File: config.mk
export PLATFORM = sky130hd
export DESIGN_NAME = matrix_packer
export DESIGN_NICKNAME = d
export VERILOG_FILES = /design/src/rtl/matrix_packer_pkg.sv /design/src/rtl/matrix_packer.sv
export SDC_FILE = /design/constraint.sdc
export NUM_CORES = 1
export LEC_CHECK = 0
export ABC_AREA = 1
export CORE_MARGIN = 2
export CORE_UTILIZATION = 50
export DETAILED_ROUTE_END_ITERATION = 6
export PLACE_DENSITY = 0.82
export SLEW_MARGIN = 30
export SYNTH_ARGS = -nofsm -noshare
export SYNTH_HDL_FRONTEND = slang
export SYNTH_SLANG_ARGS = --single-unit
File: constraint.sdc
create_clock -name clk -period 3.9 [get_ports clk]
set_input_delay 0.39 -clock clk [delete_from_list [all_inputs] [get_ports clk]]
set_output_delay 0.39 -clock clk [all_outputs]
set_load 0.01 [all_outputs]
File: src/rtl/matrix_packer_pkg.sv
// Shared matrix definitions: element and matrix widths, maximum order and
// the packer state encoding used by the packer, determinant and multiplier blocks.
package matrix_packer_pkg;

    localparam int ELEM_W = 8;
    localparam int MAX_N  = 5;
    localparam int MAT_W  = ELEM_W * MAX_N * MAX_N;
    localparam int CNT_W  = 5;

    typedef enum logic [1:0] {
        IDLE = 2'd0,
        LOAD = 2'd1,
        HOLD = 2'd2
    } pack_state_t;

    function automatic logic size_is_legal(input logic [2:0] n);
        return (n >= 3'd2) && (n <= 3'(MAX_N));
    endfunction

endpackage

File: src/rtl/matrix_packer.sv
// Collects an NxN matrix of signed bytes streamed in row-major order and
// presents it, compactly packed from the top bits down, to the determinant units.
module matrix_packer
    import matrix_packer_pkg::*;
(
    input  logic               clk,
    input  logic               rst,
    input  logic               start,
    input  logic [2:0]         size,
    input  logic               clear,
    input  logic               in_valid,
    input  logic [ELEM_W-1:0]  in_data,
    output logic               in_ready,
    output logic [MAT_W-1:0]   out_matrix,
    output logic               out_valid,
    input  logic               out_ready,
    output logic [2:0]         out_size,
    output logic               busy,
    output logic               err
);

    pack_state_t      state;
    logic [CNT_W-1:0] count;
    logic [CNT_W-1:0] last_idx;

    assign last_idx  = 5'({2'b00, out_size} * {2'b00, out_size} - 5'd1);
    assign in_ready  = (state == LOAD);
    assign out_valid = (state == HOLD);
    assign busy      = (state != IDLE);

    always_ff @(posedge clk) begin
        if (rst) begin
            state      <= IDLE;
            count      <= '0;
            out_matrix <= '0;
            out_size   <= '0;
            err        <= 1'b0;
        end else begin
            err <= 1'b0;
            if (clear) begin
                // An abort beats any start or accept in the same cycle.
                state <= IDLE;
                count <= '0;
            end else begin
                case (state)
                    IDLE: begin
                        if (start) begin
                            if (size_is_legal(size)) begin
                                out_size   <= size;
                                out_matrix <= '0;
                                count      <= '0;
                                state      <= LOAD;
                            end else begin
                                err <= 1'b1;
                            end
                        end
                    end
                    LOAD: begin
                        if (in_valid) begin
                            // Slot is chosen from the counter so the layout stays compact for every N.
                            for (int k = 0; k < MAX_N * MAX_N; k++) begin
                                if (count == 5'(k)) begin
                                    out_matrix[MAT_W-1-ELEM_W*k -: ELEM_W] <= in_data;
                                end
                            end
                            if (count == last_idx) begin
                                state <= HOLD;
                            end else begin
                                count <= count + 5'd1;
                            end
                        end
                    end
                    HOLD: begin
                        if (out_ready) begin
                            state <= IDLE;
                        end
                    end
                    default: state <= IDLE;
                endcase
            end
        end
    end

endmodule

==> impl_metrics.json <==
{
  "grt_antenna_before_repair": 0,
  "setup.worst_path.start": "state[1]",
  "placed_cell_area_sq_um": 10500,
  "dp_cells": 1482,
  "timing.final.crit_share_pct": 65.0,
  "post_cts_buffers": 0,
  "overflow": 0,
  "ys_seq_elements": 211,
  "powerDensity_nw_per_um2": 469,
  "top_usage_layer": "met2",
  "yosys_warnings": 0,
  "grt_max_degree": 204,
  "drc_errors": 0,
  "use_met2_pct": 46.0,
  "dp_hpwl_microns": 15600,
  "cts_root_buffer": "clkbuf_16",
  "finalMaxSlewViolations": 0,
  "ctsResizeCount": 0,
  "status": "finished clean",
  "tritoncts": "done",
  "period_minus_slack_ns": 2.54,
  "gp_congestion": 0.874,
  "fin_skew_ns": 0.00946,
  "hold_buffers": 0,
  "hold_violations": 0,
  "max_slew_margin_pct": 43.5,
  "critPathKind": "reg -> reg",
  "total_leakage_power_nw": 4.31,
  "dieWidth_microns": 131,
  "dieArea_sq_um": 17200,
  "first_pass_iters": 5,
  "worstPathArrival_ns": 2.91,
  "peakVddDrop_uv": 271,
  "cts_buffers": 21,
  "routed_wl_microns": 23900,
  "die_h_microns": 131,
  "hold_slack_ns": 0.445,
  "seq_area_frac_synth_pct": 52.3,
  "synth_area_sq_um": 8070,
  "htreeDepth": 1,
  "placementRows": 46,
  "worst-endpoint-required_ns": 4.28,
  "io_buffers": 223,
  "maxCapViolCount": 0,
  "endpoint_kind": "flop",
  "core_sq_um": 15800,
  "vias": 7865,
  "via_per_inst": 5.18,
  "r2r-start": "state[1]",
  "grt_usage_pct": 26.8,
  "worstPathMaxFanout": 27,
  "met3_usage_pct": 4.71,
  "top_level_ports": 224,
  "wl_per_cell_microns": 15.7,
  "synth_fp_nets": 1105,
  "area_growth_pct": 38.0,
  "synth_cell_types": 26,
  "syn_avg_cell_area_sq_um": 7.46,
  "setup_tns_ns": 0,
  "first_global_vias": 6986,
  "cts_buffer_depth": 3,
  "clock_sinks": 211,
  "fmax_ghz": 0.394,
  "ant_nets": 0,
  "finalSetupViolCount": 0,
  "crit_path_start_kind": "flop",
  "hold_path_class": "in -> reg",
  "n_antenna_cell": 0,
  "clk_pin_slew_worst_paths_ns": 0.06,
  "instances_no_fill": 1519,
  "initial_utilization_pct": 51.0,
  "grt_pass1_wl_microns": 36600,
  "use_met1_pct": 35.8,
  "worst_pin_slew_ns": 0.846,
  "syn_inst": 1082,
  "dr.first_iter.drc_count": 823,
  "drive_above_1_share_pct": 7.98,
  "clk_latency_ns": 0.49,
  "fin_nets": 1312,
  "fillers": 1261,
  "grt_setup_unrepaired": "no",
  "holdCritStartpoint": "size[0]",
  "final_cell_area_sq_um": 11100
}
==> metal layers <==
metal / up-vias / part of all wire [%]
li1: 3885 / -
met1: 3613 / 43
met2: 328 / 47
met3: 39 / 8.3
met4: 0 / 1.6
met5: - / 0
==> layout by cell type, fill, tap and decap left out, drive strengths merged <==
| master | netlist | final |
|---|---|---|
| xor2 | 1 | 1 |
| xnor2 | 2 | 2 |
| clkbuf | 41 | 29 |
| dfxtp | 211 | 211 |
| a41oi | 1 | 1 |
| bufinv | 0 | 1 |
| o21ai | 228 | 228 |
| a31oi | 2 | 2 |
| clkdlybuf4s50 | 0 | 223 |
| nand3 | 37 | 37 |
| a21oi | 10 | 10 |
| nand4 | 1 | 1 |
| or2 | 1 | 1 |
| ha | 6 | 6 |
| buf | 9 | 11 |
| clkinv | 0 | 6 |
| nor2 | 431 | 431 |
| inv | 56 | 57 |
| nand2 | 45 | 45 |
==> per-stage QoR <==
stage          utilization [%]  worst slack [ns]  power (W)
6_report                  70.4              1.36    0.00522
5_1_grt                   70.4              1.15    0.00543
4_1_cts                   70.4              1.37    0.00524
3_5_place_dp              66.3              1.13    0.00333
3_3_place_gp              66.2              1.19    0.00331
2_1_floorplan                -              2.09    0.00289
==> worst paths after layout <==
path	to	slack (ns)	depth (start not counted)
setup / recovery	out_matrix[73]	1.36	10
hold / removal	out_size[0]	0.44	3
setup reg to reg	out_matrix[73]	1.36	10
hold reg to reg	out_matrix[142]	0.48	2
==> power by group <==
| group | internal (W) | switching, W | total (W) |
|---|---|---|---|
| sequential | 0.00231 | 0.0000973 | 0.00241 |
| clock | 0.00112 | 0.000809 | 0.00193 |
| combinational | 0.000415 | 0.000469 | 0.000884 |
==> critical path: stages, from the launching register on <==
cell and delay, ns:
dfxtp_1 0.34, inv_2 0.06, nand2_4 0.22, or2_1 0.20
nand2_1 0.11, nor2_4 0.68, inv_1 0.12, nor2_2 0.27
inv_1 0.20, nor2_1 0.15, nor2_1 0.07
==> flip-flops by register name, summed over array words and instances (netlist names) <==
| register | count |
|---|---|
| out_matrix | 200 |
| count | 5 |
| out_size | 3 |
| state | 2 |
| err | 1 |
==> cell usage after synthesis, drive strengths merged <==
master,count,area [sq um]
or2,1,6.26
nand3,37,295
buf,9,56.3
ha,6,75.1
nand4,1,6.26
xor2,1,8.76
a31oi,2,12.5
o21ai,228,1140
clkbuf,41,155
nor2,431,1630
dfxtp,211,4220
nand2,45,179
a21oi,10,50.1
a41oi,1,8.76
inv,56,210
xnor2,2,17.5
==> logic make-up (layout without fill, tap and decap cells) <==
group / count (synthesis) / in the layout / share of synthesized area, %
fa+ha+maj: 6 / 6 / 0.930
xor+xnor: 3 / 3 / 0.325
buf+inv: 106 / 327 / 5.22
compound gates: 241 / 241 / 15.0
flops: 211 / 211 / 52.3
simple gates: 515 / 515 / 26.2
==> layout make-up <==
type	instances	area, sq um	area share, %
Clock buffer	29	586	5.26
Clock inverter	8	68.8	0.618
Inverter	56	213	1.91
Multi-Input combinational cell	765	3450	31.0
Sequential cell	211	4220	37.9
Tap cell	216	270	2.43
Timing Repair Buffer	234	2330	20.9
Note: power is estimated with default switching activity, not from simulation.
